<file path="config.mk">
export PLATFORM = sky130hd
export DESIGN_NAME = ifu_fetch_queue
export DESIGN_NICKNAME = d
export VERILOG_FILES = /design/src/rtl/ifu_fetch_queue.sv
export SDC_FILE = /design/constraint.sdc
export NUM_CORES = 1
export LEC_CHECK = 0
export ABC_CLOCK_PERIOD_IN_PS = 4700
export CORE_MARGIN = 3
export CORE_UTILIZATION = 45
export DETAILED_ROUTE_END_ITERATION = 10
export PLACE_DENSITY = 0.66
export RECOVER_POWER = 50
export SYNTH_ARGS = -nofsm -noshare
export SYNTH_HDL_FRONTEND = slang
export SYNTH_SLANG_ARGS = --single-unit
</file>
<file path="constraint.sdc">
create_clock -name clk -period 4.7 [get_ports clk]
set_input_delay 0.47 -clock clk [delete_from_list [all_inputs] [get_ports clk]]
set_output_delay 0.47 -clock clk [all_outputs]
set_load 0.01 [all_outputs]
</file>
<file path="src/rtl/ifu_fetch_queue.sv">
// Instruction fetch front end: sequential PC generation, credit-limited imem requests,
// in-order {inst, pc} queue toward decode. Optional address-fault entries: IFU_FETCH_ADEF_EN.
`ifndef LA64_INST_WIDTH
`define LA64_INST_WIDTH 32
`endif

module ifu_fetch_queue #(
    parameter int unsigned DEPTH    = 4,
    parameter logic [31:0] RESET_PC = 32'h1c00_0000
) (
    input  logic                        clk,
    input  logic                        rst_n,
    output logic                        imem_req_valid,
    input  logic                        imem_req_ready,
    output logic [31:0]                 imem_req_addr,
    input  logic                        imem_resp_valid,
    input  logic [`LA64_INST_WIDTH-1:0] imem_resp_inst,
    input  logic                        redirect_valid,
    input  logic [31:0]                 redirect_pc,
    output logic                        dec_valid,
    input  logic                        dec_ready,
    output logic [`LA64_INST_WIDTH-1:0] dec_inst,
    output logic [31:0]                 dec_pc,
    output logic                        dec_adef
);

    localparam int unsigned AW = $clog2(DEPTH);
    localparam int unsigned CW = $clog2(DEPTH) + 1;
    localparam int unsigned IW = `LA64_INST_WIDTH;

    typedef enum logic [1:0] {
        ST_BOOT = 2'd0,
        ST_RUN  = 2'd1
`ifdef IFU_FETCH_ADEF_EN
        , ST_HALT = 2'd2
`endif
    } state_e;

    state_e          state_q, state_d;
    logic [31:0]     pc_q, pc_d;
    logic [CW-1:0]   inflight_q, inflight_d;
    logic [CW-1:0]   drop_q, drop_d;
    logic [CW-1:0]   count_q, count_d;
    logic [CW-1:0]   live;
    logic [AW-1:0]   tag_wr_q, tag_rd_q, wr_ptr_q, rd_ptr_q;

    logic [31:0]     tag_mem  [DEPTH];
    logic [IW-1:0]   inst_mem [DEPTH];
    logic [31:0]     pc_mem   [DEPTH];

    logic [31:0]     redir_pc;
    logic            req_fire, resp_drop, resp_keep, adef_push, push, pop;
    logic [IW-1:0]   push_inst;
    logic [31:0]     push_pc;

`ifdef IFU_FETCH_ADEF_EN
    logic            redir_misal;
    logic            adef_pend_q;
    logic            push_adef;
    logic            adef_mem [DEPTH];

    assign redir_pc    = redirect_pc;
    assign redir_misal = |redirect_pc[1:0];
    assign adef_push   = adef_pend_q & ~redirect_valid;
`else
    assign redir_pc    = redirect_pc & 32'hFFFF_FFFC;
    assign adef_push   = 1'b0;
`endif

    // Requests already doomed by a redirect do not hold a queue credit.
    assign live           = inflight_q - drop_q;
    assign imem_req_valid = (state_q == ST_RUN) && !redirect_valid &&
                            ((32'(count_q) + 32'(live)) < DEPTH);
    assign imem_req_addr  = pc_q;
    assign req_fire       = imem_req_valid & imem_req_ready;

    assign resp_drop  = (drop_q != '0);
    assign resp_keep  = imem_resp_valid & ~resp_drop & ~redirect_valid;
    assign push       = resp_keep | adef_push;
    assign pop        = dec_valid & dec_ready;
    assign inflight_d = inflight_q + CW'(req_fire) - CW'(imem_resp_valid);
    assign count_d    = redirect_valid ? '0 : (count_q + CW'(push) - CW'(pop));

    always_comb begin
        state_d = state_q;
        pc_d    = pc_q;
        drop_d  = drop_q;
        case (state_q)
            ST_BOOT: state_d = ST_RUN;
            default: ;
        endcase
        if (req_fire) pc_d = pc_q + 32'd4;
        if (imem_resp_valid && resp_drop) drop_d = drop_q - 1'b1;
        if (redirect_valid) begin
            pc_d    = redir_pc;
            drop_d  = inflight_d;
            state_d = ST_RUN;
`ifdef IFU_FETCH_ADEF_EN
            if (redir_misal) state_d = ST_HALT;
`endif
        end
    end

    always_comb begin
        push_inst = imem_resp_inst;
        push_pc   = tag_mem[tag_rd_q];
`ifdef IFU_FETCH_ADEF_EN
        push_adef = 1'b0;
        if (adef_push) begin
            push_inst = '0;
            push_pc   = pc_q;
            push_adef = 1'b1;
        end
`endif
    end

    always_ff @(posedge clk) begin
        if (!rst_n) begin
            state_q    <= ST_BOOT;
            pc_q       <= RESET_PC;
            inflight_q <= '0;
            drop_q     <= '0;
            count_q    <= '0;
            tag_wr_q   <= '0;
            tag_rd_q   <= '0;
            wr_ptr_q   <= '0;
            rd_ptr_q   <= '0;
        end else begin
            state_q    <= state_d;
            pc_q       <= pc_d;
            inflight_q <= inflight_d;
            drop_q     <= drop_d;
            count_q    <= count_d;
            if (redirect_valid) begin
                tag_wr_q <= '0;
                tag_rd_q <= '0;
                wr_ptr_q <= '0;
                rd_ptr_q <= '0;
            end else begin
                if (req_fire)  tag_wr_q <= tag_wr_q + 1'b1;
                if (resp_keep) tag_rd_q <= tag_rd_q + 1'b1;
                if (push)      wr_ptr_q <= wr_ptr_q + 1'b1;
                if (pop)       rd_ptr_q <= rd_ptr_q + 1'b1;
            end
        end
    end

`ifdef IFU_FETCH_ADEF_EN
    always_ff @(posedge clk) begin
        if (!rst_n) adef_pend_q <= 1'b0;
        else        adef_pend_q <= redirect_valid & redir_misal;
    end
`endif

    always_ff @(posedge clk) begin
        if (req_fire) tag_mem[tag_wr_q] <= pc_q;
        if (push) begin
            inst_mem[wr_ptr_q] <= push_inst;
            pc_mem[wr_ptr_q]   <= push_pc;
`ifdef IFU_FETCH_ADEF_EN
            adef_mem[wr_ptr_q] <= push_adef;
`endif
        end
    end

    assign dec_valid = (count_q != '0);
    assign dec_inst  = dec_valid ? inst_mem[rd_ptr_q] : '0;
    assign dec_pc    = dec_valid ? pc_mem[rd_ptr_q] : '0;
`ifdef IFU_FETCH_ADEF_EN
    assign dec_adef  = dec_valid ? adef_mem[rd_ptr_q] : 1'b0;
`else
    assign dec_adef  = 1'b0;
`endif

`ifndef SYNTHESIS
    a_no_overrun: assert property (@(posedge clk) disable iff (!rst_n)
        push |-> (count_q < CW'(DEPTH)));
    a_no_inflight_underflow: assert property (@(posedge clk) disable iff (!rst_n)
        imem_resp_valid |-> (inflight_q != '0));
    a_drop_bounded: assert property (@(posedge clk) disable iff (!rst_n)
        drop_q <= inflight_q);
`endif

endmodule

</file>
==> flow_metrics.py, run 1 <==
metrics = {
    "place": {
        "place.port_buffers": 161,
        "gp_congestion": 0.805,
        "detailed_place_hpwl_um": 20100,
    },
    "clock_tree": {
        "cts_tree": "yes",
        "cts_max_path_buffers": 3,
        "cts_buffers": 43,
        "hold_buffers": 0,
        "postCtsResizedCells": 0,
        "cts-root-buf": "clkbuf_16",
        "h-tree-depth": 2,
        "clkTransAtPathRegs_ps": 60,
        "postCtsSetupBuffers": 0,
        "clkLatencyLatePin_ps": 520,
        "clock-sinks": 420,
    },
    "timing": {
        "setup_violations": 0,
        "worst_hold_slack_ps": 495,
        "worst_pin_slew_ps": 2530,
        "max-slew-margin-rel": -0.690,
        "max_freq_mhz": 264,
        "period_minus_slack_ps": 3780,
        "finalCritPeriodShare": 0.805,
        "hold_violations": 0,
        "rsz0062_at_grt": "no",
        "timing.setup.tns_ps": 0,
        "slew_violations": 31,
        "clock_skew_ps": 12.7,
    },
    "synth": {
        "ys_ff_latch": 420,
        "yosys.cell_types.count": 54,
        "syn-mean-instance-area_um2": 18.4,
        "syn_area_um2": 16600,
        "synthFlopType": "edfxtp_1",
        "synth_edf_count": 368,
        "syn_inst": 904,
        "ys_warn_count": 0,
        "async_reset_ff_frac": 0,
        "ys_seq_area_frac": 0.728,
    },
    "power": {
        "power.leakage_nw": 6.53,
        "max-vdd-ir-drop_uv": 264,
        "powerDensity_nw_per_um2": 429,
    },
    "cells_and_area": {
        "syn2layout_area_growth_pct": 21.0,
        "antenna_cells": 0,
        "regArea_um2": 12100,
        "drive_gt1_frac": 0.163,
        "nNetsFinal": 1175,
        "multi_input_area_um2": 4220,
        "fillers": 2791,
    },
    "route": {
        "dr.pass1.iters": 5,
        "drc": 0,
        "viasPerCell": 5.44,
        "final_antenna_net_count": 0,
        "drt_iter0_drc": 393,
        "vias": 8567,
        "drt_wl_total_um": 32700,
        "detail_route.wl_per_cell_um": 20.8,
    },
    "setup_path": {
        "path_class": "input port to flip-flop",
        "arrival_ps": 3950,
        "cp.required_ps": 4860,
        "cp_max_fo": 31,
        "cp-end-kind": "flip-flop",
        "start_kind": "input port",
    },
    "global_routing": {
        "grt.total_usage": 0.169,
        "grt_pass1_wl_um": 51400,
        "grt_max_degree": 64,
        "antenna_found_initial": 1,
        "grt.overflow.total": 0,
        "first_global_vias": 8849,
    },
    "floorplan": {
        "die_w_um": 198,
        "ioPinCount": 169,
        "row_count": 69,
        "dieHeight_um": 198,
        "start_util": 0.462,
        "core-area_um2": 36000,
        "die-area_um2": 39300,
    },
    "run_status": {
        "failed_checks": "capacitance limit, slew limit",
        "status": "finished with violations",
    },
    "min_path": {
        "hp-class": "flip-flop to flip-flop",
    },
    "run": {
        "max_cap_viol_count": 1,
    },
}
metrics by stage:
step	total power [mW]	utilization	cell area, um^2	cells	setup slack [ps]
3_5_place_dp	5.47	0.521	18800	1500	1010
5_1_grt	8.99	0.558	20100	1575	560
3_3_place_gp	5.45	0.521	18800	1500	1040
4_1_cts	8.74	0.559	20100	1575	989
6_report	8.62	0.558	20100	1575	915
2_1_floorplan	5.02	-	16600	908	1050
routing by layer:
layer	global-route usage	vias up	routed length, um
met2	0.274	247	15600
met3	0.0311	43	1920
met5	0	-	9
li1	-	3928	-
met4	0.0338	2	503
met1	0.243	4347	14700
synthesized netlist by cell type (all sizes together) (5+ instances only):
cell / instances / area [um^2]
o21ai: 23 / 115
buf: 20 / 120
xor2: 11 / 96.3
a32oi: 6 / 52.6
nor4: 5 / 67.6
and2: 75 / 470
and3: 6 / 37.5
inv: 20 / 75.1
a31oi: 9 / 56.3
mux4: 92 / 2070
a21oi: 28 / 140
clkbuf: 30 / 133
nand2: 23 / 86.3
nor3: 9 / 45.0
nor2: 35 / 131
xnor2: 11 / 96.3
edfxtp: 368 / 11100
ha: 18 / 225
nand3: 14 / 75.1
nand4: 11 / 83.8
dfxtp: 52 / 1040
sequential cells by signal (all words and copies together), names as in the netlist, named ones only:
name / count
state_q: 1
tag_mem: 120
imem_req_addr: 30
drop_q: 3
tag_rd_q: 2
pc_mem: 120
inst_mem: 128
rd_ptr_q: 2
count_q: 3
inflight_q: 3
tag_wr_q: 2
wr_ptr_q: 2
placed cells by master (no fill, tap or decap), types with 3 or more instances in the layout:
cell type / instances
xor2_1: 11
nor2_1: 35
nor3_1: 9
clkinv_1: 8
xnor2_1: 11
clkdlybuf4s50_1: 97
a32oi_1: 6
and4_1: 3
a21oi_1: 28
nand4_1: 10
and2_1: 70
and2_2: 3
edfxtp_1: 368
and3_1: 6
inv_1: 19
bufinv_16: 3
dlygate4sd3_1: 64
clkbuf_16: 45
a31oi_1: 9
clkinvlp_4: 3
nand3_1: 13
conb_1: 5
buf_4: 16
dfxtp_1: 49
fa_1: 3
ha_1: 18
o21ai_0: 23
nand2_1: 23
a211oi_1: 4
clkbuf_1: 13
mux4_2: 92
clkbuf_8: 3
power by group:
group / internal, mW / switching, mW / total [mW]
Sequential: 4.28 / 0.108 / 4.39
Clock: 1.95 / 1.31 / 3.26
Combinational: 0.478 / 0.495 / 0.973
final cells by class:
cell class	instances	share of cell area
timing repair buffer	181	0.0885
clock inverter	16	0.00759
inverter	20	0.00373
tap	461	0.0287
clock buffer	59	0.0601
multi-input combinational	418	0.210
sequential	420	0.602
worst max-delay path, cell delays in order:
cell           delay (ps)
dlygate4sd3_1         590
clkbuf_1              610
nor2_1                640
and2_0               1070
buf_4                 540
kinds of logic (layout without fill, tap and decap cells):
family                   after synthesis  in the layout  share of synthesized area
AO/OA/AOI/OAI                         85             85                     0.0315
AND/OR/NAND/NOR                      191            191                     0.0662
XOR/XNOR                              22             22                     0.0116
buffers and inverters                 70            276                     0.0197
other                                  1              5                   0.000226
adder cells (fa/ha/maj)               21             21                     0.0172
flip-flops                           420            420                      0.728
multiplexers                          94             94                      0.126
path summary, 6_finish.rpt:
| check | endpoint | start | slack [ps] | cells after the start |
|---|---|---|---|---|
| max | inst_mem[2][21] | redirect_valid | 920 | 5 |
| min | tag_wr_q[1] | tag_wr_q[1] | 500 | 2 |
| max reg2reg | drop_q[2] | inflight_q[0] | 1000 | 17 |
| min reg2reg | tag_wr_q[1] | tag_wr_q[1] | 500 | 2 |
No activity file was read; power rests on OpenSTA's default activity.
==> run 2: changes to the inputs <==
Settings changed: ABC_CLOCK_PERIOD_IN_PS 4700 to 3350, PLACE_DENSITY 0.66 to 0.68.
Clock period 4.7 ns to 3.35 ns, I/O delays scaled along.
==> run 2 against run 1 <==
Net effect:
- the run still ends with capacitance limit, slew limit left
- sequential share of layout area down 0.63 points
- via count up 1.6%
- critical path type is now flip-flop to flip-flop
- critical endpoint is now drop_q[2]
- utilization is 0.60 points higher
- combinational power up 51%
- global-route usage up 0.44 points
- clock power increased by 39%
- largest power group unchanged
==> flow_metrics.py, run 2 (synthesized netlist as in run 1, its figures left out) <==
metrics = {
    "run_status": {
        "status": "finished with violations",
        "failed_checks": "capacitance limit, slew limit",
    },
    "setup_path": {
        "cp-end-kind": "flip-flop",
        "arrival_ps": 3670,
        "cp.required_ps": 3750,
        "cp_max_fo": 2,
        "start_kind": "flip-flop",
        "worstRegToRegCells": 17,
        "path_class": "flip-flop to flip-flop",
    },
    "clock_tree": {
        "cts-root-buf": "clkbuf_16",
        "cts_buffers": 43,
        "hold_buffers": 0,
        "clkTransAtPathRegs_ps": 60,
        "clock-sinks": 420,
        "clkLatencyLatePin_ps": 520,
        "cts_tree": "yes",
        "cts_max_path_buffers": 3,
        "h-tree-depth": 2,
    },
    "timing": {
        "period_minus_slack_ps": 3270,
        "max_freq_mhz": 305,
        "worst_hold_slack_ps": 393,
        "clock_skew_ps": 14.4,
        "finalWorstSetupSlack_ps": 75.7,
        "slew_violations": 31,
        "rsz0062_at_grt": "yes",
        "hold_violations": 0,
        "max-slew-margin-rel": -0.0128,
        "setup_violations": 0,
        "worst_pin_slew_ps": 1520,
        "timing.setup.tns_ps": 0,
        "finalCritPeriodShare": 0.977,
    },
    "cells_and_area": {
        "drive_gt1_frac": 0.193,
        "top_register": "inst_mem",
        "nNetsFinal": 1185,
        "layoutNonFillerInstCount": 1587,
        "syn2layout_area_growth_pct": 22.3,
        "final_cell_mix": "edfxtp_1 (368), clkdlybuf4s50_1 (103), mux4_2 (92)",
        "fin_util": 0.565,
        "multi_input_area_um2": 4280,
        "mostFrequentLayoutCell": "edfxtp_1",
        "reg_top3": "inst_mem x128, pc_mem x120, tag_mem x120",
        "regArea_um2": 12100,
        "largest_reg_flops": 128,
        "fillers": 2738,
        "final_cell_area_um2": 20300,
    },
    "min_path": {
        "hold_depth": 3,
        "hp-class": "input port to flip-flop",
    },
    "power": {
        "max-vdd-ir-drop_uv": 426,
        "powerDensity_nw_per_um2": 598,
        "total_power_mw": 12.2,
        "power.leakage_nw": 6.62,
    },
    "place": {
        "gp_congestion": 0.809,
        "detailedPlace.worstSlack_ps": 29.4,
        "dpl-instance-area_um2": 19000,
        "detailed_place_hpwl_um": 20600,
        "dp.cells": 1509,
        "place.port_buffers": 161,
    },
    "floorplan": {
        "core-area_um2": 36000,
        "start_util": 0.462,
        "dieHeight_um": 198,
        "die_w_um": 198,
        "row_count": 69,
        "die-area_um2": 39300,
        "ioPinCount": 169,
    },
    "global_routing": {
        "grt_pass1_wl_um": 52400,
        "antenna_found_initial": 0,
        "grt.overflow.total": 0,
        "grt.total_usage": 0.173,
        "first_global_vias": 8956,
        "grt_max_degree": 64,
    },
    "route": {
        "viasPerCell": 5.49,
        "vias": 8707,
        "dr.pass1.iters": 5,
        "drt_iter0_drc": 481,
        "drt_wl_total_um": 33700,
        "final_antenna_net_count": 0,
        "detail_route.wl_per_cell_um": 21.2,
        "drc": 0,
    },
    "run": {
        "max_cap_viol_count": 1,
    },
}
==> run 2: area by class of cell <==
| class | instances | share of cell area |
|---|---|---|
| Antenna cell | 2 | 0.000246 |
| Clock buffer | 54 | 0.0571 |
| Clock inverter | 21 | 0.00887 |
| Inverter | 20 | 0.00382 |
| Multi-Input combinational cell | 418 | 0.210 |
| Sequential cell | 420 | 0.595 |
| Tap cell | 461 | 0.0284 |
| Timing Repair Buffer | 191 | 0.0959 |
==> run 2: final timing paths <==
| check | from | endpoint | slack (ps) |
|---|---|---|---|
| max | inflight_q[0] | drop_q[2] | 80 |
| min reg2reg | tag_wr_q[1] | tag_wr_q[1] | 500 |
| min | redirect_pc[11] | imem_req_addr[11] | 390 |
| max reg2reg | inflight_q[0] | drop_q[2] | 80 |
==> run 2: what timing repair did <==
action,in CTS,in global routing
buffers inserted,0,1
setup endpoints to repair,0,21
resized for setup,0,5
==> run 2: worst max-delay path: stages, from the launching register on <==
cell and delay (ps):
dfxtp_2 320, inv_2 60, ha_4 120, inv_2 30, fa_2 340, xor2_1 150, xnor2_1 130, ha_2 200
nor4_4 280, and4b_2 300, inv_4 50, ha_4 250, inv_2 30, ha_2 160, fa_2 350, xnor2_1 130
and2_4 140, o2bb2ai_1 100
==> run 2: layer usage <==
layer  vias to the layer above  GRT usage  part of all wire
met1                      4438      0.247              0.45
met2                       281      0.282              0.47
met3                        39     0.0289             0.057
li1                       3949          -                 -
met4                         0     0.0409             0.016
met5                         -          0                 0
==> run 2: power by group <==
part           internal (mW)  total (mW)  switching [mW]
clock                   2.68        4.53            1.86
combinational          0.731        1.47           0.738
sequential              6.01        6.15           0.147
==> run 3: changes to the inputs <==
Settings changed: CTS_CLUSTER_SIZE from default to 8.
==> run 3 against run 2 <==
Net effect:
- the run still ends with capacitance limit, slew limit left
- cell area grew 1.4%
- fmax about the same
- sequential cell count is the same
- setup slack better by 3.1 ps
- global-route usage is 0.42 points higher
- sequential share of layout area down 0.82 points
- utilization is 0.79 points higher
- clock-buffer cell count grew 32
- total power up 5.7%
- critical endpoint unchanged
- largest cell class unchanged
==> flow_metrics.py, run 3 (synthesized netlist as in run 1, its figures left out) <==
metrics = {
    "clock_tree": {
        "h-tree-depth": 2,
        "cts_tree": "yes",
        "cts_max_path_buffers": 3,
        "cts_buffers": 58,
        "clkLatencyLatePin_ps": 570,
        "clock-sinks": 420,
        "hold_buffers": 0,
        "cts-root-buf": "clkbuf_16",
        "clkTransAtPathRegs_ps": 50,
    },
    "timing": {
        "max-slew-margin-rel": -0.00254,
        "worst_pin_slew_ps": 1500,
        "rsz0062_at_grt": "yes",
        "period_minus_slack_ps": 3270,
        "max_freq_mhz": 306,
        "hold_violations": 0,
        "clock_skew_ps": 13.9,
        "finalCritPeriodShare": 0.976,
        "timing.setup.tns_ps": 0,
        "slew_violations": 31,
        "worst_hold_slack_ps": 354,
        "finalWorstSetupSlack_ps": 78.8,
        "setup_violations": 0,
    },
    "route": {
        "drt_iter0_drc": 442,
        "final_antenna_net_count": 0,
        "drt_wl_total_um": 34000,
        "drc": 0,
        "detail_route.wl_per_cell_um": 21.3,
        "vias": 8751,
        "met1_length_um": 14900,
        "dr.max_layer_used": "met4",
        "dr.pass1.iters": 4,
        "viasPerCell": 5.48,
        "dr_wl_met2_um": 16200,
        "wl_met3_um": 2310,
    },
    "floorplan": {
        "row_count": 69,
        "ioPinCount": 169,
        "core-area_um2": 36000,
        "start_util": 0.462,
        "die-area_um2": 39300,
        "die_w_um": 198,
        "dieHeight_um": 198,
    },
    "place": {
        "dp.cells": 1509,
        "place.port_buffers": 161,
        "detailed_place_hpwl_um": 20600,
        "detailedPlace.worstSlack_ps": 29.4,
        "gp_congestion": 0.809,
    },
    "cells_and_area": {
        "top_register": "inst_mem",
        "final_cell_mix": "edfxtp_1 (368), clkdlybuf4s50_1 (110), mux4_2 (92)",
        "layoutNonFillerInstCount": 1597,
        "nNetsFinal": 1200,
        "reg_top3": "inst_mem x128, pc_mem x120, tag_mem x120",
        "largest_reg_flops": 128,
        "fillers": 2719,
        "mostFrequentLayoutCell": "edfxtp_1",
        "drive_gt1_frac": 0.193,
        "syn2layout_area_growth_pct": 24.0,
    },
    "global_routing": {
        "first_global_vias": 9211,
        "antenna_found_initial": 0,
        "grt.overflow.total": 0,
        "grt_pass1_wl_um": 53400,
        "grt.total_usage": 0.177,
        "grt_max_degree": 64,
    },
    "setup_path": {
        "cp.required_ps": 3790,
        "arrival_ps": 3710,
        "path_class": "flip-flop to flip-flop",
        "worstRegToRegCells": 17,
        "start_kind": "flip-flop",
        "cp_max_fo": 2,
        "cp-end-kind": "flip-flop",
    },
    "run_status": {
        "status": "finished with violations",
        "failed_checks": "capacitance limit, slew limit",
    },
    "power": {
        "power.leakage_nw": 6.72,
        "max-vdd-ir-drop_uv": 380,
        "powerDensity_nw_per_um2": 623,
        "total_power_mw": 12.8,
    },
    "run": {
        "max_cap_viol_count": 1,
    },
    "min_path": {
        "hp-class": "input port to flip-flop",
        "hold_depth": 3,
    },
}
run 3: path summary, 6_finish.rpt:
kind	startpoint	slack, ps	to
max	inflight_q[0]	80	drop_q[2]
min	redirect_pc[11]	350	imem_req_addr[11]
max reg2reg	inflight_q[0]	80	drop_q[2]
min reg2reg	tag_wr_q[1]	500	tag_wr_q[1]
run 3: repair_timing:
| item | CTS | global route |
|---|---|---|
| endpoints found under the setup margin | 1 | 20 |
| cloned | 0 | 0 |
| pin swaps | 0 | 2 |
| gates resized for setup | 1 | 4 |
| setup buffers | 0 | 1 |
run 3: routing by layer:
| metal | vias up | track usage |
|---|---|---|
| met5 | - | 0 |
| met4 | 0 | 0.0440 |
| met3 | 41 | 0.0398 |
| met2 | 294 | 0.288 |
| met1 | 4443 | 0.246 |
| li1 | 3973 | - |
run 3: worst max-delay path, stage by stage, from the launching register on:
cell       delay (ps)
dfxtp_2           320
inv_2              60
ha_4              120
inv_2              30
fa_2              340
xor2_1            150
xnor2_1           130
ha_2              200
nor4_4            280
and4b_2           300
inv_4              50
ha_4              250
inv_2              30
ha_2              160
fa_2              350
xnor2_1           130
and2_4            140
o2bb2ai_1         100
run 3: layout make-up:
type / count / area (um^2) / area share
flip-flops and latches: 420 / 12100 / 0.587
multi-input cells: 418 / 4280 / 0.207
repair buffers: 191 / 1940 / 0.0944
clock buffers: 86 / 1630 / 0.0791
well taps: 461 / 577 / 0.0280
inverters: 20 / 77.6 / 0.00376
diodes: 1 / 2.50 / 0.000121
run 3: power breakdown:
group / total (mW) / switching, mW / internal, mW
Sequential: 6.17 / 0.148 / 6.02
Combinational: 1.46 / 0.736 / 0.729
Clock: 5.21 / 1.94 / 3.27
Total: 12.8 / 2.82 / 10.0
run 3: stage by stage:
| stage | cell area [um^2] | utilization |
|---|---|---|
| final | 20600 | 0.572 |
| after global routing | 20600 | 0.572 |
| after CTS | 20600 | 0.573 |
| after detailed placement | 19000 | 0.528 |
| after global placement | 19000 | 0.528 |
| after floorplan | 16700 | - |
